## src/rtl/mem_pkg.sv

```systemverilog
// Shared definitions for the unified-memory arbiter and its lane-alignment helper.
// Latency: n/a (types, constants and a pure function only).
// Backpressure: n/a.
package mem_pkg;

    // RV32I load funct3 encodings
    localparam logic [2:0] F3_LB  = 3'd0;
    localparam logic [2:0] F3_LH  = 3'd1;
    localparam logic [2:0] F3_LW  = 3'd2;
    localparam logic [2:0] F3_LBU = 3'd4;
    localparam logic [2:0] F3_LHU = 3'd5;

    // RV32I store funct3 encodings
    localparam logic [2:0] F3_SB  = 3'd0;
    localparam logic [2:0] F3_SH  = 3'd1;
    localparam logic [2:0] F3_SW  = 3'd2;

    typedef enum logic [1:0] {
        IDLE,
        ISSUE,
        WAIT,
        ACK
    } state_t;

    typedef enum logic {
        OWN_IF,
        OWN_DM
    } owner_t;

    // Encodings that are never legal, plus the unsigned forms that only exist for loads.
    function automatic logic f3_illegal(input logic [2:0] f3, input logic is_store);
        return (f3 == 3'd3) || (f3 == 3'd6) || (f3 == 3'd7) ||
               (is_store && ((f3 == F3_LBU) || (f3 == F3_LHU)));
    endfunction

endpackage

```

## src/rtl/lsu_align.sv

```systemverilog
// Byte/half/word lane steering for stores and lane extraction plus sign/zero extension for loads.
// Latency: purely combinational, zero cycles.
// Backpressure: none; outputs follow inputs every cycle.
module lsu_align
    import mem_pkg::*;
(
    input  logic [2:0]  funct3,
    input  logic [1:0]  addr_lo,
    input  logic [31:0] wdata,
    input  logic [31:0] rdata,
    output logic [3:0]  be,
    output logic [31:0] wdata_steered,
    output logic [31:0] rdata_ext,
    output logic        misalign
);

    logic [31:0] shifted;

    // Bring the addressed lane down to bit 0 before extension.
    assign shifted = rdata >> {addr_lo, 3'b000};

    // Halfwords must sit on even addresses, words on multiples of four.
    assign misalign = ((funct3[1:0] == F3_SH[1:0]) && addr_lo[0]) ||
                      ((funct3[1:0] == F3_SW[1:0]) && (addr_lo != 2'b00));

    // Store steering: replicate narrow data across lanes and enable only the addressed bytes.
    always_comb begin
        be            = 4'b1111;
        wdata_steered = wdata;
        case (funct3)
            F3_SB: begin
                be            = 4'b0001 << addr_lo;
                wdata_steered = {4{wdata[7:0]}};
            end
            F3_SH: begin
                be            = 4'b0011 << addr_lo;
                wdata_steered = {2{wdata[15:0]}};
            end
            default: ;
        endcase
    end

    // Load extraction: signed forms replicate the lane's top bit, unsigned forms pad with zeros.
    always_comb begin
        rdata_ext = rdata;
        case (funct3)
            F3_LB:   rdata_ext = {{24{shifted[7]}}, shifted[7:0]};
            F3_LH:   rdata_ext = {{16{shifted[15]}}, shifted[15:0]};
            F3_LBU:  rdata_ext = {24'b0, shifted[7:0]};
            F3_LHU:  rdata_ext = {16'b0, shifted[15:0]};
            F3_LW:   rdata_ext = rdata;
            default: rdata_ext = rdata;
        endcase
    end

endmodule

```

## src/rtl/mem_access_arbiter.sv

```systemverilog
// Shares one fixed-latency single-port memory between instruction fetch and load/store, DM first.
// Latency: legal access acks MEM_LAT+2 cycles after the request is first seen; illegal acks after 1.
// Backpressure: requesters hold their request until the one-cycle ack; nothing is queued.
module mem_access_arbiter
    import mem_pkg::*;
#(
    parameter int MEM_LAT = 1,
    parameter int ADDR_W  = 32
) (
    input  logic              clk,
    input  logic              rst,
    input  logic              if_req,
    input  logic [ADDR_W-1:0] if_addr,
    output logic              if_ack,
    output logic [31:0]       if_rdata,
    output logic              if_err,
    input  logic              dm_read,
    input  logic              dm_write,
    input  logic [2:0]        dm_funct3,
    input  logic [ADDR_W-1:0] dm_addr,
    input  logic [31:0]       dm_wdata,
    output logic              dm_ack,
    output logic [31:0]       dm_rdata,
    output logic              dm_err,
    output logic              mem_en,
    output logic              mem_we,
    output logic [3:0]        mem_be,
    output logic [ADDR_W-1:0] mem_addr,
    output logic [31:0]       mem_wdata,
    input  logic [31:0]       mem_rdata,
    output logic              busy
);

    localparam logic [3:0] WAIT_INIT = 4'(MEM_LAT - 1);

    state_t            state, state_d;
    logic [3:0]        cnt, cnt_d;
    owner_t            own, own_d;
    logic [2:0]        f3_q, f3_d;
    logic [1:0]        alo_q, alo_d;
    logic              wr_q, wr_d;

    logic              if_ack_d, if_err_d, dm_ack_d, dm_err_d;
    logic [31:0]       if_rdata_d, dm_rdata_d;
    logic              mem_en_d, mem_we_d;
    logic [3:0]        mem_be_d;
    logic [ADDR_W-1:0] mem_addr_d;
    logic [31:0]       mem_wdata_d;
    logic              busy_d;

    logic [2:0]        lsu_f3;
    logic [1:0]        lsu_alo;
    logic [3:0]        lsu_be;
    logic [31:0]       lsu_wdata;
    logic [31:0]       lsu_rdata;
    logic              lsu_mis;
    logic              dm_illegal;

    // In IDLE the aligner looks at the live request (for steering and checks);
    // afterwards it looks at the captured request so late input changes are ignored.
    assign lsu_f3  = (state == IDLE) ? dm_funct3    : f3_q;
    assign lsu_alo = (state == IDLE) ? dm_addr[1:0] : alo_q;

    lsu_align u_align (
        .funct3        (lsu_f3),
        .addr_lo       (lsu_alo),
        .wdata         (dm_wdata),
        .rdata         (mem_rdata),
        .be            (lsu_be),
        .wdata_steered (lsu_wdata),
        .rdata_ext     (lsu_rdata),
        .misalign      (lsu_mis)
    );

    assign dm_illegal = (dm_read & dm_write) | f3_illegal(dm_funct3, dm_write) | lsu_mis;

    // Next-state and next-output logic; every output is registered from these values.
    always_comb begin
        state_d     = state;
        cnt_d       = cnt;
        own_d       = own;
        f3_d        = f3_q;
        alo_d       = alo_q;
        wr_d        = wr_q;
        if_ack_d    = 1'b0;
        if_err_d    = 1'b0;
        if_rdata_d  = 32'b0;
        dm_ack_d    = 1'b0;
        dm_err_d    = 1'b0;
        dm_rdata_d  = 32'b0;
        mem_en_d    = 1'b0;
        mem_we_d    = 1'b0;
        mem_be_d    = 4'b0;
        mem_addr_d  = '0;
        mem_wdata_d = 32'b0;
        case (state)
            IDLE: begin
                if (dm_read || dm_write) begin
                    own_d = OWN_DM;
                    f3_d  = dm_funct3;
                    alo_d = dm_addr[1:0];
                    wr_d  = dm_write;
                    if (dm_illegal) begin
                        state_d  = ACK;
                        dm_ack_d = 1'b1;
                        dm_err_d = 1'b1;
                    end else begin
                        state_d     = ISSUE;
                        mem_en_d    = 1'b1;
                        mem_we_d    = dm_write;
                        mem_be_d    = dm_write ? lsu_be : 4'b1111;
                        mem_addr_d  = {dm_addr[ADDR_W-1:2], 2'b00};
                        mem_wdata_d = dm_write ? lsu_wdata : 32'b0;
                    end
                end else if (if_req) begin
                    own_d = OWN_IF;
                    wr_d  = 1'b0;
                    if (if_addr[1:0] != 2'b00) begin
                        state_d  = ACK;
                        if_ack_d = 1'b1;
                        if_err_d = 1'b1;
                    end else begin
                        state_d    = ISSUE;
                        mem_en_d   = 1'b1;
                        mem_be_d   = 4'b1111;
                        mem_addr_d = if_addr;
                    end
                end
            end
            ISSUE: begin
                state_d = WAIT;
                cnt_d   = WAIT_INIT;
            end
            WAIT: begin
                if (cnt == 4'd0) begin
                    state_d = ACK;
                    if (own == OWN_DM) begin
                        dm_ack_d   = 1'b1;
                        dm_rdata_d = wr_q ? 32'b0 : lsu_rdata;
                    end else begin
                        if_ack_d   = 1'b1;
                        if_rdata_d = mem_rdata;
                    end
                end else begin
                    cnt_d = cnt - 4'd1;
                end
            end
            ACK: begin
                state_d = IDLE;
            end
            default: state_d = IDLE;
        endcase
        busy_d = (state_d != IDLE);
    end

    // FSM state and captured request context.
    always_ff @(posedge clk or posedge rst) begin
        if (rst) begin
            state <= IDLE;
            cnt   <= 4'd0;
            own   <= OWN_IF;
            f3_q  <= 3'd0;
            alo_q <= 2'd0;
            wr_q  <= 1'b0;
        end else begin
            state <= state_d;
            cnt   <= cnt_d;
            own   <= own_d;
            f3_q  <= f3_d;
            alo_q <= alo_d;
            wr_q  <= wr_d;
        end
    end

    // Output registers; reset clears them so an abandoned access leaves no trace.
    always_ff @(posedge clk or posedge rst) begin
        if (rst) begin
            if_ack    <= 1'b0;
            if_err    <= 1'b0;
            if_rdata  <= 32'b0;
            dm_ack    <= 1'b0;
            dm_err    <= 1'b0;
            dm_rdata  <= 32'b0;
            mem_en    <= 1'b0;
            mem_we    <= 1'b0;
            mem_be    <= 4'b0;
            mem_addr  <= '0;
            mem_wdata <= 32'b0;
            busy      <= 1'b0;
        end else begin
            if_ack    <= if_ack_d;
            if_err    <= if_err_d;
            if_rdata  <= if_rdata_d;
            dm_ack    <= dm_ack_d;
            dm_err    <= dm_err_d;
            dm_rdata  <= dm_rdata_d;
            mem_en    <= mem_en_d;
            mem_we    <= mem_we_d;
            mem_be    <= mem_be_d;
            mem_addr  <= mem_addr_d;
            mem_wdata <= mem_wdata_d;
            busy      <= busy_d;
        end
    end

endmodule
```

## config.mk

```make
export PLATFORM = sky130hd
export DESIGN_NAME = mem_access_arbiter
export DESIGN_NICKNAME = d
export VERILOG_FILES = /design/src/rtl/mem_pkg.sv /design/src/rtl/lsu_align.sv /design/src/rtl/mem_access_arbiter.sv
export SDC_FILE = /design/constraint.sdc
export NUM_CORES = 1
export LEC_CHECK = 0
export ABC_AREA = 0
export CAP_MARGIN = 10
export CORE_UTILIZATION = 42
export CTS_BUF_LIST = sky130_fd_sc_hd__clkbuf_8 sky130_fd_sc_hd__clkbuf_16
export CTS_CLUSTER_DIAMETER = 30
export DETAILED_ROUTE_END_ITERATION = 16
export MAX_ROUTING_LAYER = met4
export PLACE_DENSITY = 0.8
export RECOVER_POWER = 50
export SLEW_MARGIN = 20
export SYNTH_ARGS = -nofsm -noshare
export SYNTH_HDL_FRONTEND = slang
export SYNTH_SLANG_ARGS = --single-unit
```

## constraint.sdc

```tcl
create_clock -name clk -period 6.6 [get_ports clk]
set_input_delay 1.32 -clock clk [delete_from_list [all_inputs] [get_ports clk]]
set_output_delay 1.32 -clock clk [all_outputs]
set_load 0.01 [all_outputs]
```

==> flow_summary.ini <==
[status]
outcome = finished, final reports clean

[detailed_routing]
wl_met3_mm = 1.32
met2_length_mm = 9.93
drt_iter0_markers = 581
vias = 5516
drc = 0
wl_met1_mm = 7.30
avgViaCountPerCell = 5.40
topRoutingLayerUsed = met4
routed_wl_mm = 19.0
dr.pass1.iters = 6
post_drt_wl_per_cell_um = 18.6
postRouteAntennaNets = 0

[sta]
fin_tns_setup_ps = 0
clock_skew_ps = 10.5
slew_viol_final = 0
min_period_over_period_pct = 50.9
fin_hold_ws_ps = 542
fin_ws_ps = 3240
rsz0062_at_grt = no
fin_crit_ps = 3360
max-slew-margin-rel_pct = 27.2
clock.fmax_mhz = 298
hold_viol = 0
setup_viol_count_final = 0
tightestPinTransition_ps = 1090

[setup_path]
rr_worst_depth = 9
startpoint_type = input pin
critPathTopFamily = buffers and inverters
worstPathArrival_ps = 3710
cp.required_ps = 6960
cp-end-kind = register
slowest_stage = clkdlybuf4s50_1
worstSetupPathType = input pin to register
cp.depth = 7
slowest_delay_ps = 630
path_max_fanout = 25
cp_cell_sequence = clkdlybuf4s50_1 -> mux2_2 -> nor2_2 -> a221oi_4 -> nand3_4 -> inv_1 -> and2_1
path_buf_inv = 2

[placement]
pre_cts_ws_ps = 2860
port_buffers = 274
place_congestion = 0.828
dpl.hpwl_mm = 13.6

[yosys]
synth-simple-area-share_pct = 14.6
yosysSeqAreaShare_pct = 60.2
synthAdderAreaFrac_pct = 0.990
yosysUniqueCellTypes = 52
synth_area_per_cell_um2 = 11.3
synth_edf_count = 0
synth_warnings = 0
synth_seq_cells = 152
synth_xor_area_share_pct = 0
synthMostInstantiatedCell = dfrtp_1
synth_area_leader_cell = dfrtp_1
syn_area_mm2 = 0.00632
async_flop_share_pct = 100
synth_area_leaders = dfrtp_1 60%, a22o_1 4.3%, nand2_1 4.2%, and2_1 4.1%, a21oi_1 2.9%
synth_top_family_by_area = compound AO/OA/AOI/OAI gates
synth_compound_area_share_pct = 17.6
synth_commonest_cells = 152 x dfrtp_1, 71 x nand2_1, 44 x nor2_1
synthFlopType = dfrtp_1
netlist_instances = 559
synth_top_area_share_pct = 60.2
synth_mux_area_share_pct = 3.01

[floorplan]
fp.coreArea_mm2 = 0.0146
die_area_mm2 = 0.0155
start_util_pct = 43.3
num_rows = 44
fp.dieH_um = 125
die_w_um = 125
ios = 275

[global_routing]
antenna_found_initial = 1
overflow = 0
grt_use_total_pct = 25.3
grt_start_max_net_pins = 93
grt_first_pass_wirelength_mm = 29.4
grt_pass1_vias = 5487

[clocking]
cts_resized = 0
insertion_delay_ps = 430
cts_buffers = 17
clock_sinks = 152
clk_path_buf_depth = 2
clkTransAtPathRegs_ps = 60
cts_tree = yes
cts_setup_buffers = 0
cts_hold_buf = 0
cts-root-buf = clkbuf_16
htreeDepth = 4

[final_layout]
multi_input_area_mm2 = 0.00231
post-route-util_pct = 66.6
drive_gt1_share_pct = 7.53
area_delta_synth_final_pct = 53.7
fillCellCount = 1059
final_nets = 965
seq_area_mm2 = 0.00380

[power]
finalPower_uw = 3530
power_density_mw_per_mm2 = 363
leakage_uw = 0.00455
ir_drop_mv = 0.242

[worst_hold_path]
hold_class = register to register
worstHoldPathCells = 1

[run]
maxCapViolCount = 0
## flip-flops by register name, summed over array words and instances, names as in the netlist, 2 cells and up
register and count:
alo_q 2, cnt 4, dm_rdata 32, f3_q 3, if_rdata 32, mem_addr 32
mem_be 4, mem_wdata 32, state 2
## per-layer routing
| metal | up-vias | GRT usage (%) |
|---|---|---|
| met1 | 2699 | 29.7 |
| met5 | - | - |
| met4 | 0 | 9.92 |
| met2 | 282 | 42.5 |
| met3 | 44 | 5.28 |
| li1 | 2491 | - |
## metrics by stage
step	instance area, µm²	std cells
2_1_floorplan	6320	560
4_1_cts	9710	1021
3_5_place_dp	9150	989
6_report	9710	1022
5_1_grt	9710	1022
3_3_place_gp	9150	989
## final timing paths
check	slack, ps	startpoint	to
worst max-delay path	3240	dm_funct3[0]	mem_wdata[4]
min in group asynchronous	1550	rst	dm_rdata[9]
worst min register to register	540	state[0]	state[0]
worst max register to register	3600	state[1]	mem_wdata[4]
max in group asynchronous	3770	rst	dm_rdata[31]
worst min-delay path	540	state[0]	state[0]
## report_power, final
part | switching, µW | internal (µW) | total (µW)
clock | 419 | 494 | 913
sequential | 82.6 | 1100 | 1180
combinational | 810 | 618 | 1430
total | 1310 | 2210 | 3530
## cell type report
type / count / area share, %
clock inverters: 15 / 1.39
flip-flops and latches: 152 / 39.2
diodes: 1 / 0.0258
repair buffers: 277 / 28.4
clock buffers: 17 / 4.38
well taps: 184 / 2.37
inverters: 11 / 0.477
multi-input cells: 365 / 23.7
## logic make-up (layout without fill, tap and decap cells)
| logic type | count (synthesis) | in the layout |
|---|---|---|
| fa+ha+maj | 5 | 5 |
| simple gates | 190 | 190 |
| other cells | 1 | 3 |
| buf+inv | 43 | 320 |
| flops | 152 | 152 |
| compound gates | 151 | 151 |
| mux | 17 | 17 |
## worst reg2reg max path: cells and delay by family (launching register included)
kind / cells / cell delay (ps)
AND/OR/NAND/NOR: 3 / 600
flip-flops: 1 / 400
buffers and inverters: 3 / 800
multiplexers: 1 / 440
adder cells (fa/ha/maj): 1 / 250
AO/OA/AOI/OAI: 1 / 450
## cell usage in the layout (no fill, tap or decap), types with 3 or more instances in the layout
| cell type | Yosys | routed |
|---|---|---|
| dlygate4sd3_1 | 0 | 90 |
| nor2b_1 | 4 | 4 |
| a311oi_2 | 4 | 4 |
| dfrtp_1 | 152 | 152 |
| and2_0 | 0 | 22 |
| a31oi_1 | 4 | 4 |
| a22o_1 | 31 | 31 |
| a21oi_1 | 37 | 37 |
| inv_1 | 11 | 10 |
| nor2_1 | 44 | 43 |
| clkdlybuf4s50_1 | 0 | 184 |
| inv_6 | 0 | 7 |
| and2_1 | 41 | 19 |
| a2bb2oi_1 | 14 | 14 |
| clkbuf_16 | 0 | 17 |
| a32oi_1 | 4 | 4 |
| mux2i_1 | 10 | 10 |
| a311oi_1 | 4 | 4 |
| mux2_2 | 6 | 6 |
| nand3_1 | 10 | 10 |
| a32o_1 | 3 | 3 |
| nor3_1 | 6 | 5 |
| ha_1 | 5 | 5 |
| nand2_1 | 71 | 71 |
| clkinv_4 | 0 | 4 |
| o21ai_0 | 34 | 34 |
Note: power is estimated with default switching activity, not from simulation.
